==> src/rtl/btn_debounce_sync.sv <==
// Two-flop synchroniser and per-bit stability counter for raw buttons, with rise/fall pulses.
// The toggle output exists only when `DEBOUNCE_TOGGLE_EN is defined; default build omits it.
module btn_debounce_sync #(
    parameter int WIDTH         = 4,
    parameter int STABLE_CYCLES = 50000,
    parameter int CNT_WIDTH     = 16
) (
    input  logic             clk,
    input  logic             rst,
    input  logic [WIDTH-1:0] btn_raw,
    output logic [WIDTH-1:0] btn_clean,
    output logic [WIDTH-1:0] btn_rise,
    output logic [WIDTH-1:0] btn_fall
`ifdef DEBOUNCE_TOGGLE_EN
    ,
    output logic [WIDTH-1:0] btn_toggle
`endif
);
    localparam logic [CNT_WIDTH-1:0] CNT_MAX = CNT_WIDTH'(STABLE_CYCLES - 1);

    logic [WIDTH-1:0]     r_s1;
    logic [WIDTH-1:0]     r_s2;
    logic [WIDTH-1:0]     r_clean;
    logic [WIDTH-1:0]     r_rise;
    logic [WIDTH-1:0]     r_fall;
    logic [CNT_WIDTH-1:0] r_cnt [WIDTH];
    logic [WIDTH-1:0]     w_diff;
    logic [WIDTH-1:0]     w_done;

    assign w_diff = r_s2 ^ r_clean;

    always_comb begin
        w_done = '0;
        for (int i = 0; i < WIDTH; i++) begin
            w_done[i] = w_diff[i] && (r_cnt[i] == CNT_MAX);
        end
    end

    always_ff @(posedge clk or posedge rst) begin
        if (rst) begin
            r_s1 <= '0;
            r_s2 <= '0;
        end else begin
            r_s1 <= btn_raw;
            r_s2 <= r_s1;
        end
    end

    // Any cycle where the synchronised level agrees with the accepted one restarts the count.
    always_ff @(posedge clk or posedge rst) begin
        if (rst) begin
            for (int i = 0; i < WIDTH; i++) begin
                r_cnt[i] <= '0;
            end
        end else begin
            for (int i = 0; i < WIDTH; i++) begin
                if (w_diff[i] && !w_done[i]) begin
                    r_cnt[i] <= r_cnt[i] + 1'b1;
                end else begin
                    r_cnt[i] <= '0;
                end
            end
        end
    end

    always_ff @(posedge clk or posedge rst) begin
        if (rst) begin
            r_clean <= '0;
            r_rise  <= '0;
            r_fall  <= '0;
        end else begin
            r_clean <= r_clean ^ w_done;
            r_rise  <= w_done & r_s2;
            r_fall  <= w_done & ~r_s2;
        end
    end

    assign btn_clean = r_clean;
    assign btn_rise  = r_rise;
    assign btn_fall  = r_fall;

`ifdef DEBOUNCE_TOGGLE_EN
    logic [WIDTH-1:0] r_toggle;

    always_ff @(posedge clk or posedge rst) begin
        if (rst) begin
            r_toggle <= '0;
        end else begin
            r_toggle <= r_toggle ^ (w_done & r_s2);
        end
    end

    assign btn_toggle = r_toggle;
`endif

endmodule
==> config.mk <==
export PLATFORM = sky130hd
export DESIGN_NAME = btn_debounce_sync
export DESIGN_NICKNAME = d
export VERILOG_FILES = /design/src/rtl/btn_debounce_sync.sv
export SDC_FILE = /design/constraint.sdc
export NUM_CORES = 1
export LEC_CHECK = 0
export CAP_MARGIN = 20
export CORE_ASPECT_RATIO = 0.6
export CORE_MARGIN = 2
export CORE_UTILIZATION = 40
export DETAILED_ROUTE_END_ITERATION = 10
export PLACE_DENSITY = 0.63
export SLEW_MARGIN = 20
export SYNTH_ARGS = -nofsm -noshare
export SYNTH_HDL_FRONTEND = slang
export SYNTH_SLANG_ARGS = --single-unit
==> constraint.sdc <==
create_clock -name clk -period 8.2 [get_ports clk]
set_clock_uncertainty 0.05 [all_clocks]
set_input_delay 1.64 -clock clk [delete_from_list [all_inputs] [get_ports clk]]
set_output_delay 1.64 -clock clk [all_outputs]
set_load 0.03 [all_outputs]
## After elaboration in Yosys (flattened, before gate mapping)

Index checks and enable logic that the tools add are counted.

| cells by class | value |
|---|---|
| add/subtract/negate cells | 4 |
| equality and inequality tests | 4 |
| multiplexer cells | 4 |
| bitwise operators | 5 |
| reductions and logical operators | 12 |

Operators with widths:

| cell | number |
|---|---|
| 16-bit by 1-bit adder with 16-bit output, second input constant | 4 |
| 16-bit equality test, second input constant | 4 |
| 16-bit 2-to-1 mux | 4 |
| 4-bit AND | 2 |
| 1-bit logical AND | 8 |
| 4-bit XOR | 2 |
| 1-bit zero test | 4 |
| 4-bit NOT | 1 |

| storage, ports and cells | value |
|---|---|
| bits in registers | 84 |
| input bits | 6 |
| output and inout bits | 12 |
| word-level logic and storage cells | 38 |

## Longest topological paths before layout

Gate-level depths: netlist of run 1.

| logic depth | value |
|---|---|
| depth after elaboration | 5 |
| gate-level depth with buffers | 7 |

## Worst setup path before layout of run 1

No wires, ideal clock.

| timing path | value |
|---|---|
| path kind | flip-flop to output port |
| start | reg (tool-made name) |
| end | out btn_clean[3] |
| arrival | 533 ps |
| required time | 6510 ps |
| setup slack | 5977 ps |
| cell stages (with the launch flop) | 1 |
| path buffers | 0 |
| cells stage by stage | dfrtp_1 |

RTL lines:

| element | line | text |
|---|---|---|
| to (decl) | 11 | `output logic [WIDTH-1:0] btn_clean,` |

==> results.sh, run 1 <==
export IMPL_status="finished clean"
export IMPL_grt_max_degree=85
export IMPL_cts_hold_buffers=0
export IMPL_crit_buf_inv=1
export IMPL_avgViaCountPerCell=4.99
export IMPL_drt_first_pass_iters=4
export IMPL_timing_rr_start="r_cnt[48]$_DFF_PP0_"
export IMPL_n_antenna_cell=0
export IMPL_grt_ovfl_total=0
export IMPL_ys_seq_area_frac=0.559
export IMPL_clk_pin_slew_ns=0.06
export IMPL_r2r_cells=5
export IMPL_clock_sinks=84
export IMPL_hold_end="r_s2[3]$_DFF_PP0_"
export IMPL_drt_iter0_drc=112
export IMPL_grt_pass1_wl_um=12200
export IMPL_dp_cells=495
export IMPL_grt_pass1_vias=2476
export IMPL_cp_end_kind="primary output"
export IMPL_timing_final_crit_share=0.383
export IMPL_post_cts_resized=0
export IMPL_hpwl_um=4530
export IMPL_core_area_um2=9160
export IMPL_io_buffer_count=17
export IMPL_arrival_ns=1.45
export IMPL_placed_area_um2=4070
export IMPL_rows=27
export IMPL_globalplace_congestion=0.831
export IMPL_clk_path_buf_depth=2
export IMPL_layout_drive_gt1_share=0.0656
export IMPL_setup_violations=0
export IMPL_num_fill_cells=868
export IMPL_cts_htree_levels=3
export IMPL_worstSetupPathDepth=1
export IMPL_drc=0
export IMPL_tritoncts="yes"
export IMPL_dieArea_um2=10200
export IMPL_p_leak_nw=1.75
export IMPL_die_w_um=129
export IMPL_ys_ff_latch=84
export IMPL_numCtsBuffers=9
export IMPL_final_max_slew_viol_count=0
export IMPL_reg2reg_setup_slack_ns=6.11
export IMPL_postCtsSetupBuffers=0
export IMPL_io_pins=18
export IMPL_antenna_found_initial=0
export IMPL_cts_root_buf="clkbuf_16"
export IMPL_rsz0062_at_grt="no"
export IMPL_totalPowerFinal_mw=0.885
export IMPL_crit_path_cell_trace="clkdlybuf4s50_1"
export IMPL_required_ns=6.51
export IMPL_critPathTopFamily="buffers and inverters"
export IMPL_synth_top_area_cell="dfrtp_1"
export IMPL_fin_tns_setup_ns=0
export IMPL_track_usage=0.154
export IMPL_synth_area_um2=3760
export IMPL_synth_cells=354
export IMPL_worstSetupPathType="register to primary output"
export IMPL_insertion_delay_ns=0.33
export IMPL_area_growth_pct=16.7
export IMPL_fin_util=0.480
export IMPL_final_hold_viol_count=0
export IMPL_period_minus_slack_ns=3.14
export IMPL_slew_limit_headroom=0.504
export IMPL_wl_per_cell_um=13.6
export IMPL_vias=2548
export IMPL_max_slew_worst_pin_slew_ns=0.743
export IMPL_power_density_nw_per_um2=201
export IMPL_synth_warnings=0
export IMPL_die_y_um=79.1
export IMPL_crit_slowest_cell="clkdlybuf4s50_1"
export IMPL_synth_area_per_cell_um2=10.6
export IMPL_worst_path_max_fanout=5
export IMPL_final_design_area_no_fill_um2=4390
export IMPL_ant_nets=0
export IMPL_startpoint_type="register"
export IMPL_fin_cells=511
export IMPL_final_nets=386
export IMPL_worstHoldStart="r_s1[3]$_DFF_PP0_"
export IMPL_irDropWorstVdd_uv=108
export IMPL_max_stage_delay_ns=0.70
export IMPL_holdPathStages=0
export IMPL_r2r_end="r_cnt[56]$_DFF_PP0_"
export IMPL_initial_utilization=0.411
export IMPL_maxCapViolCount=0
export IMPL_hold_path_class="register to register"
export IMPL_synth_nets=364
export IMPL_routed_wl_um=6930
export IMPL_ys_top_cells_by_area="dfrtp_1 (56%), xnor2_1 (11%), nor2_1 (7.2%), nand3_1 (3.1%), xor2_1 (3.0%)"
export IMPL_synth_top_area_share=0.559
export IMPL_clock_fmax_mhz=318
export IMPL_synth_cell_types=29
==> state kept, by name, indices dropped and copies added, names as in the netlist, named ones only <==
name / count
btn_fall: 4
btn_rise: 4
r_cnt: 64
r_s1: 4
r_s2: 4
==> per-stage QoR <==
stage | hold WS, ns | setup WS [ns]
2_1_floorplan | 0.281 | 4.34
6_report | 0.297 | 5.06
3_5_place_dp | 0.285 | 5.09
3_3_place_gp | 0.284 | 5.11
5_1_grt | 0.315 | 4.99
4_1_cts | 0.299 | 5.04
==> synthesized netlist by cell type <==
library cell / n
ha_1: 4
xnor2_1: 47
nor4bb_1: 6
nand4bb_1: 1
inv_1: 11
nand4b_1: 1
nor2_1: 72
nor4b_1: 3
or4_4: 1
and2_1: 1
nand4_1: 18
nand3_1: 23
dfrtp_1: 84
mux2_2: 3
and4_1: 1
clkbuf_1: 5
nor3_1: 14
nand2_1: 12
nor4_1: 13
mux2_4: 1
buf_6: 1
buf_1: 1
and3_2: 1
nor3b_1: 8
xor2_1: 13
or4b_1: 1
or3b_2: 1
nand2_4: 1
and3_1: 6
==> layer usage <==
metal,GRT usage,up-vias,part of all wire
li1,-,1258,-
met1,0.232,1251,0.54
met2,0.206,31,0.41
met3,0.0451,8,0.033
met4,0.0587,0,0.014
met5,0,-,0
==> cells by family (layout without fill, tap and decap cells) <==
family / after synthesis / in the layout / share of synthesized area
XOR/XNOR: 60 / 60 / 0.140
adder cells (fa/ha/maj): 4 / 4 / 0.0133
buffers and inverters: 18 / 45 / 0.0199
flip-flops: 84 / 84 / 0.559
multiplexers: 4 / 4 / 0.0130
AND/OR/NAND/NOR: 184 / 184 / 0.256
==> power breakdown <==
part,leakage [nW],total [mW],internal (mW),switching (mW)
Clock,0.159,0.433,0.274,0.159
Sequential,1.15,0.428,0.421,0.00623
Combinational,0.449,0.0241,0.00802,0.0161
==> layout make-up <==
cell class	count	area (µm²)	share of cell area
Sequential cell	84	2100	0.478
Multi-Input combinational cell	252	1590	0.361
Clock buffer	11	243	0.0553
Timing Repair Buffer	18	181	0.0413
Tap cell	130	163	0.0370
Clock inverter	5	75.1	0.0171
Inverter	11	42.5	0.00968
==> placed cells by master (no fill, tap or decap), drive strengths merged <==
| cell type | count |
|---|---|
| nand2 | 13 |
| clkinv | 4 |
| or3b | 1 |
| nor3b | 8 |
| xor2 | 13 |
| dfrtp | 84 |
| nand4 | 18 |
| nor2 | 72 |
| xnor2 | 47 |
| nor4bb | 6 |
| mux2 | 4 |
| nor4b | 3 |
| buf | 1 |
| inv | 10 |
| clkdlybuf4s50 | 17 |
| nor3 | 14 |
| nand3 | 23 |
| or4 | 1 |
| clkbuf | 11 |
| bufinv | 2 |
| nor4 | 13 |
| nand4b | 1 |
| or4b | 1 |
| and4 | 1 |
| and3 | 7 |
| nand4bb | 1 |
| and2 | 1 |
| ha | 4 |
==> worst max-delay path by stage <==
stage | from | to | slack, ns
3_3_place_gp | rst | r_cnt[42]$_DFF_PP0_ | 5.11
2_1_floorplan | rst | async pin | 4.34
4_1_cts | register | btn_clean[2] | 5.04
3_5_place_dp | rst | btn_rise[1]$_DFF_PP0_ | 5.09
6_report | register | btn_clean[3] | 5.06
5_1_grt | register | btn_clean[2] | 4.99
Note: power is estimated with default switching activity, not from simulation.
==> run 2: changes to the inputs <==
--- a/config.mk
+++ b/config.mk
@@ -10,7 +10,7 @@
 export CORE_MARGIN = 2
 export CORE_UTILIZATION = 40
 export DETAILED_ROUTE_END_ITERATION = 10
-export PLACE_DENSITY = 0.63
+export PLACE_DENSITY = 0.65
 export SLEW_MARGIN = 20
 export SYNTH_ARGS = -nofsm -noshare
 export SYNTH_HDL_FRONTEND = slang
==> constraint.sdc (replaced) <==
create_clock -name clk -period 2.6 [get_ports clk]
set_clock_uncertainty 0.05 [all_clocks]
set_input_delay 0.52 -clock clk [delete_from_list [all_inputs] [get_ports clk]]
set_output_delay 0.52 -clock clk [all_outputs]
set_load 0.03 [all_outputs]
==> run 2 against run 1 <==
Via count is 0.78% lower; critical path depth stayed put; total power grew to 3.3 times the previous value; first-iteration DRC count is 24% lower; utilization is 0.45 points higher; routed wire length is 1.9% lower; combinational power grew to 3.3 times the previous value; sequential share of layout area is 0.45 points lower; largest cell class unchanged.
==> results.sh, run 2 (synthesis gave the netlist of run 1 again) <==
export IMPL_status="finished clean"
export IMPL_clock_sinks=84
export IMPL_irDropWorstVdd_uv=539
export IMPL_cts_root_buf="clkbuf_16"
export IMPL_numCtsBuffers=9
export IMPL_wl_per_cell_um=13.3
export IMPL_die_y_um=79.1
export IMPL_grt_ovfl_total=0
export IMPL_grt_pass1_vias=2379
export IMPL_num_fill_cells=840
export IMPL_p_leak_nw=1.76
export IMPL_final_design_area_no_fill_um2=4430
export IMPL_critPathTopFamily="buffers and inverters"
export IMPL_worst_path_max_fanout=5
export IMPL_crit_buf_inv=1
export IMPL_rows=27
export IMPL_avgViaCountPerCell=4.95
export IMPL_hpwl_um=4500
export IMPL_rsz0062_at_grt="no"
export IMPL_clk_path_buf_depth=2
export IMPL_max_slew_worst_pin_slew_ns=0.516
export IMPL_n_antenna_cell=0
export IMPL_period_minus_slack_ns=2.07
export IMPL_worstSetupPathType="register to primary output"
export IMPL_tritoncts="yes"
export IMPL_post_cts_resized=0
export IMPL_drt_iter0_drc=85
export IMPL_io_pins=18
export IMPL_cts_htree_levels=3
export IMPL_power_density_nw_per_um2=654
export IMPL_dieArea_um2=10200
export IMPL_cts_hold_buffers=0
export IMPL_arrival_ns=1.50
export IMPL_vias=2528
export IMPL_multi_input_area_um2=1590
export IMPL_hold_path_class="register to register"
export IMPL_fin_util=0.484
export IMPL_postCtsSetupBuffers=0
export IMPL_area_growth_pct=17.8
export IMPL_top_register="r_cnt"
export IMPL_crit_path_cell_trace="clkdlybuf4s50_1"
export IMPL_drc=0
export IMPL_final_nets=386
export IMPL_drt_first_pass_iters=4
export IMPL_initial_utilization=0.411
export IMPL_layout_drive_gt1_share=0.0682
export IMPL_grt_pass1_wl_um=11900
export IMPL_layout_commonest_cell="dfrtp_1"
export IMPL_placed_area_um2=4090
export IMPL_antenna_found_initial=0
export IMPL_maxCapViolCount=0
export IMPL_ant_nets=0
export IMPL_core_area_um2=9160
export IMPL_setup_violations=0
export IMPL_largest_register_ffs=64
export IMPL_routed_wl_um=6800
export IMPL_max_stage_delay_ns=0.72
export IMPL_clk_pin_slew_ns=0.06
export IMPL_required_ns=2.03
export IMPL_fin_tns_setup_ns=0
export IMPL_cp_end_kind="primary output"
export IMPL_register_area_um2=2100
export IMPL_globalplace_congestion=0.819
export IMPL_io_buffer_count=17
export IMPL_final_max_slew_viol_count=0
export IMPL_insertion_delay_ns=0.34
export IMPL_totalPowerFinal_mw=2.90
export IMPL_mostFrequentLayoutCells="dfrtp_1 (84), nor2_1 (72), xnor2_1 (47)"
export IMPL_clock_fmax_mhz=483
export IMPL_timing_final_crit_share=0.796
export IMPL_track_usage=0.150
export IMPL_grt_max_degree=85
export IMPL_die_w_um=129
export IMPL_slew_limit_headroom=0.655
export IMPL_crit_slowest_cell="clkdlybuf4s50_1"
export IMPL_final_hold_viol_count=0
export IMPL_startpoint_type="register"
## run 2: layout make-up
cell class,count,share of cell area
Sequential cell,84,0.474
Multi-Input combinational cell,252,0.358
Clock buffer,9,0.0508
Timing Repair Buffer,18,0.0429
Tap cell,130,0.0367
Clock inverter,7,0.0277
Inverter,11,0.0102
## run 2: stage by stage
step / setup WS, ns / cells / hold slack [ns]
final: 0.529 / 511 / 0.297
after global routing: 0.385 / 511 / 0.306
after CTS: 0.516 / 511 / 0.299
after detailed placement: 0.577 / 495 / 0.286
after global placement: 0.607 / 495 / 0.284
after floorplan: 0.643 / 354 / 0.281
## run 2: layer usage
layer | GRT usage | wire [µm]
met2 | 0.207 | 2760
met1 | 0.222 | 3730
met5 | 0 | 0
met4 | 0.0554 | 107
met3 | 0.0451 | 206
## run 2: report_power, final
| part | total (mW) | internal (mW) | switching [mW] |
|---|---|---|---|
| clock | 1.47 | 0.946 | 0.527 |
| combinational | 0.0796 | 0.0274 | 0.0522 |
| sequential | 1.35 | 1.33 | 0.0195 |
## run 2: path summary, 6_finish.rpt
| check | cells past startpoint | start | to | slack (ns) |
|---|---|---|---|---|
| worst max-delay path | 1 | register | btn_clean[3] | 0.53 |
| worst max register to register | 3 | r_cnt[12]$_DFF_PP0_ | register | 0.55 |
| min in group asynchronous | 3 | rst | r_cnt[24]$_DFF_PP0_ | 0.60 |
| worst min register to register | 0 | r_s1[0]$_DFF_PP0_ | r_s2[0]$_DFF_PP0_ | 0.30 |
| worst min-delay path | 0 | r_s1[0]$_DFF_PP0_ | r_s2[0]$_DFF_PP0_ | 0.30 |
| max in group asynchronous | 3 | rst | r_cnt[21]$_DFF_PP0_ | 1.56 |
